<file path="src/rtl/bilinear_interp_pkg.sv">
// Shared RGB565 field layout, channel expand/pack helpers and the lerp
// saturation limits used by every bilinear_interp file.
package bilinear_interp_pkg;

  localparam int R_MSB = 15;
  localparam int R_LSB = 11;
  localparam int G_MSB = 10;
  localparam int G_LSB = 5;
  localparam int B_MSB = 4;
  localparam int B_LSB = 0;

  localparam int SAT_MIN = 0;
  localparam int SAT_MAX = 255;

  typedef struct packed {
    logic [7:0] r;
    logic [7:0] g;
    logic [7:0] b;
  } rgb8_t;

  // MSB replication keeps full-scale codes at full scale (31 -> 255, 63 -> 255).
  function automatic rgb8_t unpack565(input logic [15:0] w);
    rgb8_t c;
    c.r = {w[R_MSB:R_LSB], w[R_MSB -: 3]};
    c.g = {w[G_MSB:G_LSB], w[G_MSB -: 2]};
    c.b = {w[B_MSB:B_LSB], w[B_MSB -: 3]};
    return c;
  endfunction

  function automatic logic [15:0] pack565(input rgb8_t c);
    return {c.r[7:3], c.g[7:2], c.b[7:3]};
  endfunction

endpackage

</file>
<file path="src/rtl/bilinear_interp_if.sv">
// Pixel-quad stream interface of bilinear_interp: upstream quad/weights with
// valid/ready, downstream RGB565 pixel with valid/ready.
interface bilinear_interp_if #(
  parameter int FRAC_W = 10,
  parameter int SB_W   = 2
);
  logic              i_valid;
  logic              o_ready;
  logic [15:0]       iv_b11;
  logic [15:0]       iv_b12;
  logic [15:0]       iv_b21;
  logic [15:0]       iv_b22;
  logic [FRAC_W:0]   iv_fx;
  logic [FRAC_W:0]   iv_fy;
  logic              i_mode;
  logic              i_oob;
  logic [SB_W-1:0]   iv_sb;
  logic              o_valid;
  logic              i_ready;
  logic [15:0]       ov_pix;
  logic [SB_W-1:0]   ov_sb;

  modport master (
    output i_valid, iv_b11, iv_b12, iv_b21, iv_b22, iv_fx, iv_fy,
           i_mode, i_oob, iv_sb, i_ready,
    input  o_ready, o_valid, ov_pix, ov_sb
  );

  modport slave (
    input  i_valid, iv_b11, iv_b12, iv_b21, iv_b22, iv_fx, iv_fy,
           i_mode, i_oob, iv_sb, i_ready,
    output o_ready, o_valid, ov_pix, ov_sb
  );
endinterface

</file>
<file path="src/rtl/bilerp_lerp8.sv">
// One 8-bit channel lerp: registered signed (b-a)*f product, then a
// combinational shift/add/saturate. Round-half-up when BILERP_ROUND_EN is defined.
module bilerp_lerp8
  import bilinear_interp_pkg::*;
#(
  parameter int FRAC_W = 10
) (
  input  logic            clk,
  input  logic            en,
  input  logic [7:0]      a,
  input  logic [7:0]      b,
  input  logic [FRAC_W:0] f,
  output logic [7:0]      y
);

  localparam int PW = FRAC_W + 10;
`ifdef BILERP_ROUND_EN
  localparam logic signed [PW-1:0] HALF = {{(PW-FRAC_W){1'b0}}, 1'b1, {(FRAC_W-1){1'b0}}};
`endif

  logic signed [8:0]    diff;
  logic signed [PW-1:0] diff_w;
  logic signed [PW-1:0] f_w;
  logic signed [PW-1:0] prod;
  logic signed [PW-1:0] prod_p1;
  logic        [7:0]    a_p1;
  logic signed [PW-1:0] sum;

  function automatic logic signed [PW-1:0] round_shift(input logic signed [PW-1:0] p);
`ifdef BILERP_ROUND_EN
    return (p + HALF) >>> FRAC_W;
`else
    return p >>> FRAC_W;
`endif
  endfunction

  function automatic logic [7:0] sat8(input logic signed [PW-1:0] v);
    if (int'(v) < SAT_MIN) return 8'(SAT_MIN);
    if (int'(v) > SAT_MAX) return 8'(SAT_MAX);
    return v[7:0];
  endfunction

  assign diff   = $signed({1'b0, b}) - $signed({1'b0, a});
  assign diff_w = {{(PW-9){diff[8]}}, diff};
  assign f_w    = {{(PW-FRAC_W-1){1'b0}}, f};
  assign prod   = diff_w * f_w;

  // product register boundary
  always_ff @(posedge clk) begin
    if (en) begin
      prod_p1 <= prod;
      a_p1    <= a;
    end
  end

  assign sum = $signed({{(PW-8){1'b0}}, a_p1}) + round_shift(prod_p1);
  assign y   = sat8(sum);

endmodule

</file>
<file path="src/rtl/bilinear_interp.sv">
// Four-stage RGB565 bilinear / nearest-neighbour interpolator with valid/ready
// back-pressure. Optional build macro: BILERP_ROUND_EN (round-half-up lerps).
module bilinear_interp
  import bilinear_interp_pkg::*;
#(
  parameter int          FRAC_W = 10,
  parameter int          SB_W   = 2,
  parameter logic [15:0] FILL   = 16'h0000
) (
  input logic            i_clk,
  input logic            i_reset,
  bilinear_interp_if.slave bus
);

  localparam logic [FRAC_W:0] ONE    = {1'b1, {FRAC_W{1'b0}}};
  localparam logic [FRAC_W:0] HALF_W = {2'b01, {(FRAC_W-1){1'b0}}};

  logic            en;
  logic            take;
  logic [FRAC_W:0] fx_c;
  logic [FRAC_W:0] fy_c;
  logic [15:0]     near;
  logic [2:0][7:0] p11, p12, p21, p22;

  logic            vld_p1, vld_p2, vld_p3, vld_p4;
  logic [FRAC_W:0] fy_p1, fy_p2;
  logic            mode_p1, mode_p2, mode_p3;
  logic            oob_p1, oob_p2, oob_p3;
  logic [15:0]     near_p1, near_p2, near_p3;
  logic [SB_W-1:0] sb_p1, sb_p2, sb_p3, sb_p4;
  logic [15:0]     pix_p4;

  logic [7:0]      htop_y  [3];
  logic [7:0]      hbot_y  [3];
  logic [7:0]      htop_p2 [3];
  logic [7:0]      hbot_p2 [3];
  logic [7:0]      v_y     [3];
  logic [15:0]     pix_nxt;

  // Everything advances together; a stalled output freezes the whole pipe.
  assign en          = bus.i_ready | ~vld_p4;
  assign take        = bus.i_valid & en;
  assign bus.o_ready = en;

  assign fx_c = (bus.iv_fx > ONE) ? ONE : bus.iv_fx;
  assign fy_c = (bus.iv_fy > ONE) ? ONE : bus.iv_fy;

  always_comb begin
    near = bus.iv_b11;
    if (fy_c >= HALF_W) near = (fx_c >= HALF_W) ? bus.iv_b22 : bus.iv_b21;
    else                near = (fx_c >= HALF_W) ? bus.iv_b12 : bus.iv_b11;
  end

  assign p11 = unpack565(bus.iv_b11);
  assign p12 = unpack565(bus.iv_b12);
  assign p21 = unpack565(bus.iv_b21);
  assign p22 = unpack565(bus.iv_b22);

  // Index 2 = red, 1 = green, 0 = blue.
  for (genvar c = 0; c < 3; c++) begin : g_ch
    bilerp_lerp8 #(.FRAC_W(FRAC_W)) u_htop (
      .clk (i_clk),
      .en  (take),
      .a   (p11[c]),
      .b   (p12[c]),
      .f   (fx_c),
      .y   (htop_y[c])
    );
    bilerp_lerp8 #(.FRAC_W(FRAC_W)) u_hbot (
      .clk (i_clk),
      .en  (take),
      .a   (p21[c]),
      .b   (p22[c]),
      .f   (fx_c),
      .y   (hbot_y[c])
    );
    bilerp_lerp8 #(.FRAC_W(FRAC_W)) u_vert (
      .clk (i_clk),
      .en  (en & vld_p2),
      .a   (htop_p2[c]),
      .b   (hbot_p2[c]),
      .f   (fy_p2),
      .y   (v_y[c])
    );
  end

  always_comb begin
    pix_nxt = pack565(rgb8_t'({v_y[2], v_y[1], v_y[0]}));
    if (mode_p3) pix_nxt = near_p3;
    if (oob_p3)  pix_nxt = FILL;
  end

  // S1: horizontal products (inside the lerps) plus captured side data
  always_ff @(posedge i_clk) begin
    if (take) begin
      fy_p1   <= fy_c;
      mode_p1 <= bus.i_mode;
      oob_p1  <= bus.i_oob;
      near_p1 <= near;
      sb_p1   <= bus.iv_sb;
    end
    // S2: horizontal sums
    if (en && vld_p1) begin
      htop_p2 <= htop_y;
      hbot_p2 <= hbot_y;
      fy_p2   <= fy_p1;
      mode_p2 <= mode_p1;
      oob_p2  <= oob_p1;
      near_p2 <= near_p1;
      sb_p2   <= sb_p1;
    end
    // S3: vertical product (inside the lerps)
    if (en && vld_p2) begin
      mode_p3 <= mode_p2;
      oob_p3  <= oob_p2;
      near_p3 <= near_p2;
      sb_p3   <= sb_p2;
    end
  end

  // S4: vertical sum, pack and output register
  always_ff @(posedge i_clk) begin
    if (i_reset) begin
      vld_p1 <= 1'b0;
      vld_p2 <= 1'b0;
      vld_p3 <= 1'b0;
      vld_p4 <= 1'b0;
      pix_p4 <= 16'h0000;
      sb_p4  <= '0;
    end else if (en) begin
      vld_p1 <= bus.i_valid;
      vld_p2 <= vld_p1;
      vld_p3 <= vld_p2;
      vld_p4 <= vld_p3;
      if (vld_p3) begin
        pix_p4 <= pix_nxt;
        sb_p4  <= sb_p3;
      end
    end
  end

  assign bus.o_valid = vld_p4;
  assign bus.ov_pix  = pix_p4;
  assign bus.ov_sb   = sb_p4;

endmodule

</file>
<file path="src/flat_wrapper.sv">
// flat-port wrapper written by rule: the top's interface ports become plain ports
module bilinear_interp_flat import bilinear_interp_pkg::*;
#(
  parameter int          FRAC_W = 10,
  parameter int          SB_W   = 2,
  parameter logic [15:0] FILL   = 16'h0000
)
  (i_clk, i_reset, bus_i_valid, bus_iv_b11, bus_iv_b12, bus_iv_b21, bus_iv_b22, bus_iv_fx, bus_iv_fy, bus_i_mode, bus_i_oob, bus_iv_sb, bus_i_ready, bus_o_ready, bus_o_valid, bus_ov_pix, bus_ov_sb);
  bilinear_interp_if #(.FRAC_W(FRAC_W), .SB_W(SB_W)) bus_i ();
  input logic i_clk;
  input logic i_reset;
  input wire logic [$bits(bus_i.i_valid)-1:0] bus_i_valid;
  input wire logic [$bits(bus_i.iv_b11)-1:0] bus_iv_b11;
  input wire logic [$bits(bus_i.iv_b12)-1:0] bus_iv_b12;
  input wire logic [$bits(bus_i.iv_b21)-1:0] bus_iv_b21;
  input wire logic [$bits(bus_i.iv_b22)-1:0] bus_iv_b22;
  input wire logic [$bits(bus_i.iv_fx)-1:0] bus_iv_fx;
  input wire logic [$bits(bus_i.iv_fy)-1:0] bus_iv_fy;
  input wire logic [$bits(bus_i.i_mode)-1:0] bus_i_mode;
  input wire logic [$bits(bus_i.i_oob)-1:0] bus_i_oob;
  input wire logic [$bits(bus_i.iv_sb)-1:0] bus_iv_sb;
  input wire logic [$bits(bus_i.i_ready)-1:0] bus_i_ready;
  output wire logic [$bits(bus_i.o_ready)-1:0] bus_o_ready;
  output wire logic [$bits(bus_i.o_valid)-1:0] bus_o_valid;
  output wire logic [$bits(bus_i.ov_pix)-1:0] bus_ov_pix;
  output wire logic [$bits(bus_i.ov_sb)-1:0] bus_ov_sb;
  assign bus_i.i_valid = bus_i_valid;
  assign bus_i.iv_b11 = bus_iv_b11;
  assign bus_i.iv_b12 = bus_iv_b12;
  assign bus_i.iv_b21 = bus_iv_b21;
  assign bus_i.iv_b22 = bus_iv_b22;
  assign bus_i.iv_fx = bus_iv_fx;
  assign bus_i.iv_fy = bus_iv_fy;
  assign bus_i.i_mode = bus_i_mode;
  assign bus_i.i_oob = bus_i_oob;
  assign bus_i.iv_sb = bus_iv_sb;
  assign bus_i.i_ready = bus_i_ready;
  assign bus_o_ready = bus_i.o_ready;
  assign bus_o_valid = bus_i.o_valid;
  assign bus_ov_pix = bus_i.ov_pix;
  assign bus_ov_sb = bus_i.ov_sb;
  bilinear_interp #(.FRAC_W(FRAC_W), .SB_W(SB_W), .FILL(FILL)) u_core (.i_clk(i_clk), .i_reset(i_reset), .bus(bus_i));
endmodule
</file>
<file path="config.mk">
export PLATFORM = sky130hd
export DESIGN_NAME = bilinear_interp_flat
export DESIGN_NICKNAME = d
export VERILOG_FILES = /design/src/rtl/bilinear_interp_pkg.sv /design/src/rtl/bilinear_interp_if.sv /design/src/rtl/bilerp_lerp8.sv /design/src/rtl/bilinear_interp.sv /design/src/flat_wrapper.sv
export SDC_FILE = /design/constraint.sdc
export NUM_CORES = 2
export LEC_CHECK = 0
export CAP_MARGIN = 20
export CORE_UTILIZATION = 48
export CTS_BUF_LIST = sky130_fd_sc_hd__clkbuf_2 sky130_fd_sc_hd__clkbuf_4 sky130_fd_sc_hd__clkbuf_8
export CTS_CLUSTER_DIAMETER = 200
export DETAILED_ROUTE_END_ITERATION = 12
export PLACE_DENSITY = 0.71
export SETUP_SLACK_MARGIN = 0.02
export SLEW_MARGIN = 30
export SYNTH_ARGS = -nofsm -noshare
export SYNTH_HDL_FRONTEND = slang
export SYNTH_SLANG_ARGS = --single-unit
export TNS_END_PERCENT = 20
</file>
<file path="constraint.sdc">
create_clock -name i_clk -period 21 [get_ports i_clk]
set_input_delay 3.15 -clock i_clk [delete_from_list [all_inputs] [get_ports i_clk]]
set_output_delay 3.15 -clock i_clk [all_outputs]
set_load 0.05 [all_outputs]
</file>
==> results.json <==
{
  "cts_tree": "built",
  "core_sq_um": 88800,
  "outcome": "complete, no violations",
  "die_height_um": 302,
  "setup_tns_ps": 0,
  "clock_skew_ps": 74.9,
  "synth_fp_nets": 5670,
  "grt_pass1_wl_mm": 167,
  "synthAdderAreaFrac_pct": 44.1,
  "drive_gt1_share_pct": 6.00,
  "timing.critical_path.buf_inv": 5,
  "async_flop_share_pct": 0,
  "clk_latency_ps": 700,
  "ys_ff_latch": 298,
  "avgSynthCellArea_sq_um": 9.83,
  "maxCapViolations": 0,
  "post_cts_resized": 0,
  "cts.reportedPaths.clkPinSlew_ps": 70,
  "final_common_cell": "inv_1",
  "cts.sinks": 298,
  "fin_crit_ps": 10040,
  "grt_max_degree": 76,
  "grt_util_all_layers_pct": 23.0,
  "setup_viol_count_final": 0,
  "final_cell_mix": "743 x inv_1, 588 x ha_1, 585 x fa_1",
  "synthMuxAreaShare_pct": 0.833,
  "holdBufCountCts": 0,
  "synthCells": 4403,
  "die_w_um": 302,
  "syn-cell-area_sq_um": 43300,
  "cts_buffers": 54,
  "dieArea_sq_um": 91400,
  "portBuffers": 113,
  "synth_top_family_by_area": "adder cells",
  "critPathMaxFanout": 11,
  "drc": 0,
  "worst-setup-path-type": "input port to flop",
  "synthXorXnorAreaFrac_pct": 3.93,
  "overflow": 0,
  "cp_slowest_cell": "xnor2_1",
  "synth_top_area_share_pct": 27.1,
  "slowest_delay_ps": 690,
  "synth_area_leaders": "fa_1 27%, edfxtp_1 19%, ha_1 17%",
  "synthSimpleGateAreaFrac_pct": 15.1,
  "synth_compound_area_share_pct": 8.04,
  "fmax_ghz": 0.0996,
  "routed_wl_mm": 101,
  "gp_congestion": 0.852,
  "wl_per_cell_um": 17.8,
  "synth_edf_count": 276,
  "tightest_slew_ps": 972,
  "required_ps": 21410,
  "area_growth_pct": 9.04,
  "synth_top_area_cell": "fa_1",
  "dr.first_iter.drc_count": 1931,
  "start_util_pct": 48.8,
  "via_count": 30793,
  "num_rows": 109,
  "boundaryPins": 114,
  "slew_headroom_pct": 35.0,
  "antenna_left": 0,
  "htreeDepth": 2,
  "start_kind": "input port",
  "timing.final.hold_violations": 0,
  "critPathMostFrequentCell": "fa_1",
  "drt_pre_antenna_iters": 5,
  "rsz0062_at_grt": "false",
  "antenna_found_initial": 2,
  "hpwlAfterDp_mm": 77.2,
  "nets": 5753,
  "grt_pass1_vias": 32062,
  "final.period_utilization_pct": 47.8,
  "vias_per_cell": 5.41,
  "synth_cell_types": 75,
  "drv_slew": 0,
  "arrival_ps": 10450,
  "endpoint_kind": "flop",
  "ys.flop_type": "edfxtp_1",
  "ys_warn_count": 0,
  "hold_path.class": "flop to flop",
  "cts_root_buf": "clkbuf_8",
  "path_delay_family": "adder cells",
  "synth_seq_area_share_pct": 20.2,
  "cts_buffer_depth": 3,
  "post_cts_buffers": 0
}
-- routing by layer --
metal	track usage [%]	wire, um	vias up
met4	7.05	2910	0
met5	0	0	-
met2	37.3	46600	883
met3	3.47	6700	155
met1	31.9	45100	15291
li1	-	-	14464
-- per-stage QoR --
step	setup slack [ps]	instance area (sq um)	hold WS, ps	utilization (%)	cells
2_1_floorplan	11410	43300	400	-	4403
3_3_place_gp	10380	45800	402	51.6	5588
3_5_place_dp	10230	46000	405	51.8	5593
4_1_cts	10960	47100	408	53.1	5694
5_1_grt	10390	47200	421	53.2	5697
6_report	10960	47200	410	53.2	5697
-- cell usage after synthesis (4+ instances only) --
cell      number
fa_1         585
a311oi_1       4
or3b_2         9
xnor2_1      133
o41ai_1        4
and3_1         6
nand4b_1       7
a21oi_1      134
or3_1         36
xor2_1        61
a211oi_1      12
dfxtp_1       22
nand4_1       11
nor2b_1       61
mux4_2        16
nor2_1       373
edfxtp_1     276
a21o_1        71
or4_1          5
ha_1         588
nand2b_1     202
a21boi_0      11
and2_1       130
a31oi_1       14
clkbuf_1     161
or4b_1         5
nand2_1      231
o221a_2        4
o21a_1        75
a211o_1        6
o21bai_1      22
a22oi_1       21
nand3_1       13
or2_2         39
and2_0         4
o211ai_1       4
nor3b_1       26
o21ai_1        5
inv_1        743
a221oi_1       6
nor4_1        18
nor3_1        91
o21ai_0       99
-- cell type report --
class | instances | area, sq um
fill | 7815 | 41600
multi-input combinational | 3194 | 31300
sequential | 298 | 8730
inverter | 747 | 2800
timing repair buffer | 191 | 1780
tap | 1165 | 1460
clock buffer | 67 | 853
clock inverter | 34 | 307
antenna | 1 | 2.50
-- worst paths after layout --
path                                                     endpoint              start  slack [ps]  cells after the start
worst max-delay path            u_core.g_ch[2].u_hbot.prod_p1[19]     bus_iv_b21[14]       10960                     26
worst min-delay path                              u_core.fy_p2[1]    u_core.fy_p1[1]         410                      0
worst max register to register  u_core.g_ch[2].u_vert.prod_p1[19]  u_core.htop_p2[1]       13690                     25
worst min register to register                    u_core.fy_p2[1]    u_core.fy_p1[1]         410                      0
-- worst reg2reg max path: cells and delay by family (launching register included) --
family / cells / cell delay, ps
DFF: 1 / 400
AOI/OAI and AO/OA: 9 / 1930
xor gates and xnor gates: 1 / 90
and+or+nand+nor: 4 / 1440
adders and majority gates: 7 / 2970
buffers and inverters: 4 / 210
-- state kept, by name (all words and copies together), names as in the netlist, 11 cells and up --
register                    flops
u_core.g_ch.u_hbot.prod_p1     30
u_core.g_ch.u_htop.prod_p1     30
u_core.g_ch.u_vert.prod_p1     30
u_core.g_ch.u_vert.a_p1        24
u_core.hbot_p2                 24
u_core.htop_p2                 24
u_core.bus.ov_pix              16
u_core.g_ch.u_hbot.a_p1        16
u_core.g_ch.u_htop.a_p1        16
u_core.near_p1                 16
u_core.near_p2                 16
u_core.near_p3                 16
u_core.fy_p1                   11
u_core.fy_p2                   11
-- cells by family after synthesis --
logic type | count (synthesis)
AO/OA/AOI/OAI | 529
AND/OR/NAND/NOR | 1282
adder cells (fa/ha/maj) | 1173
XOR/XNOR | 194
multiplexers | 16
buffers and inverters | 911
flip-flops | 298
Power is not shown: default switching activity piles up to over one toggle a cycle in this logic, so the estimate is an artifact.
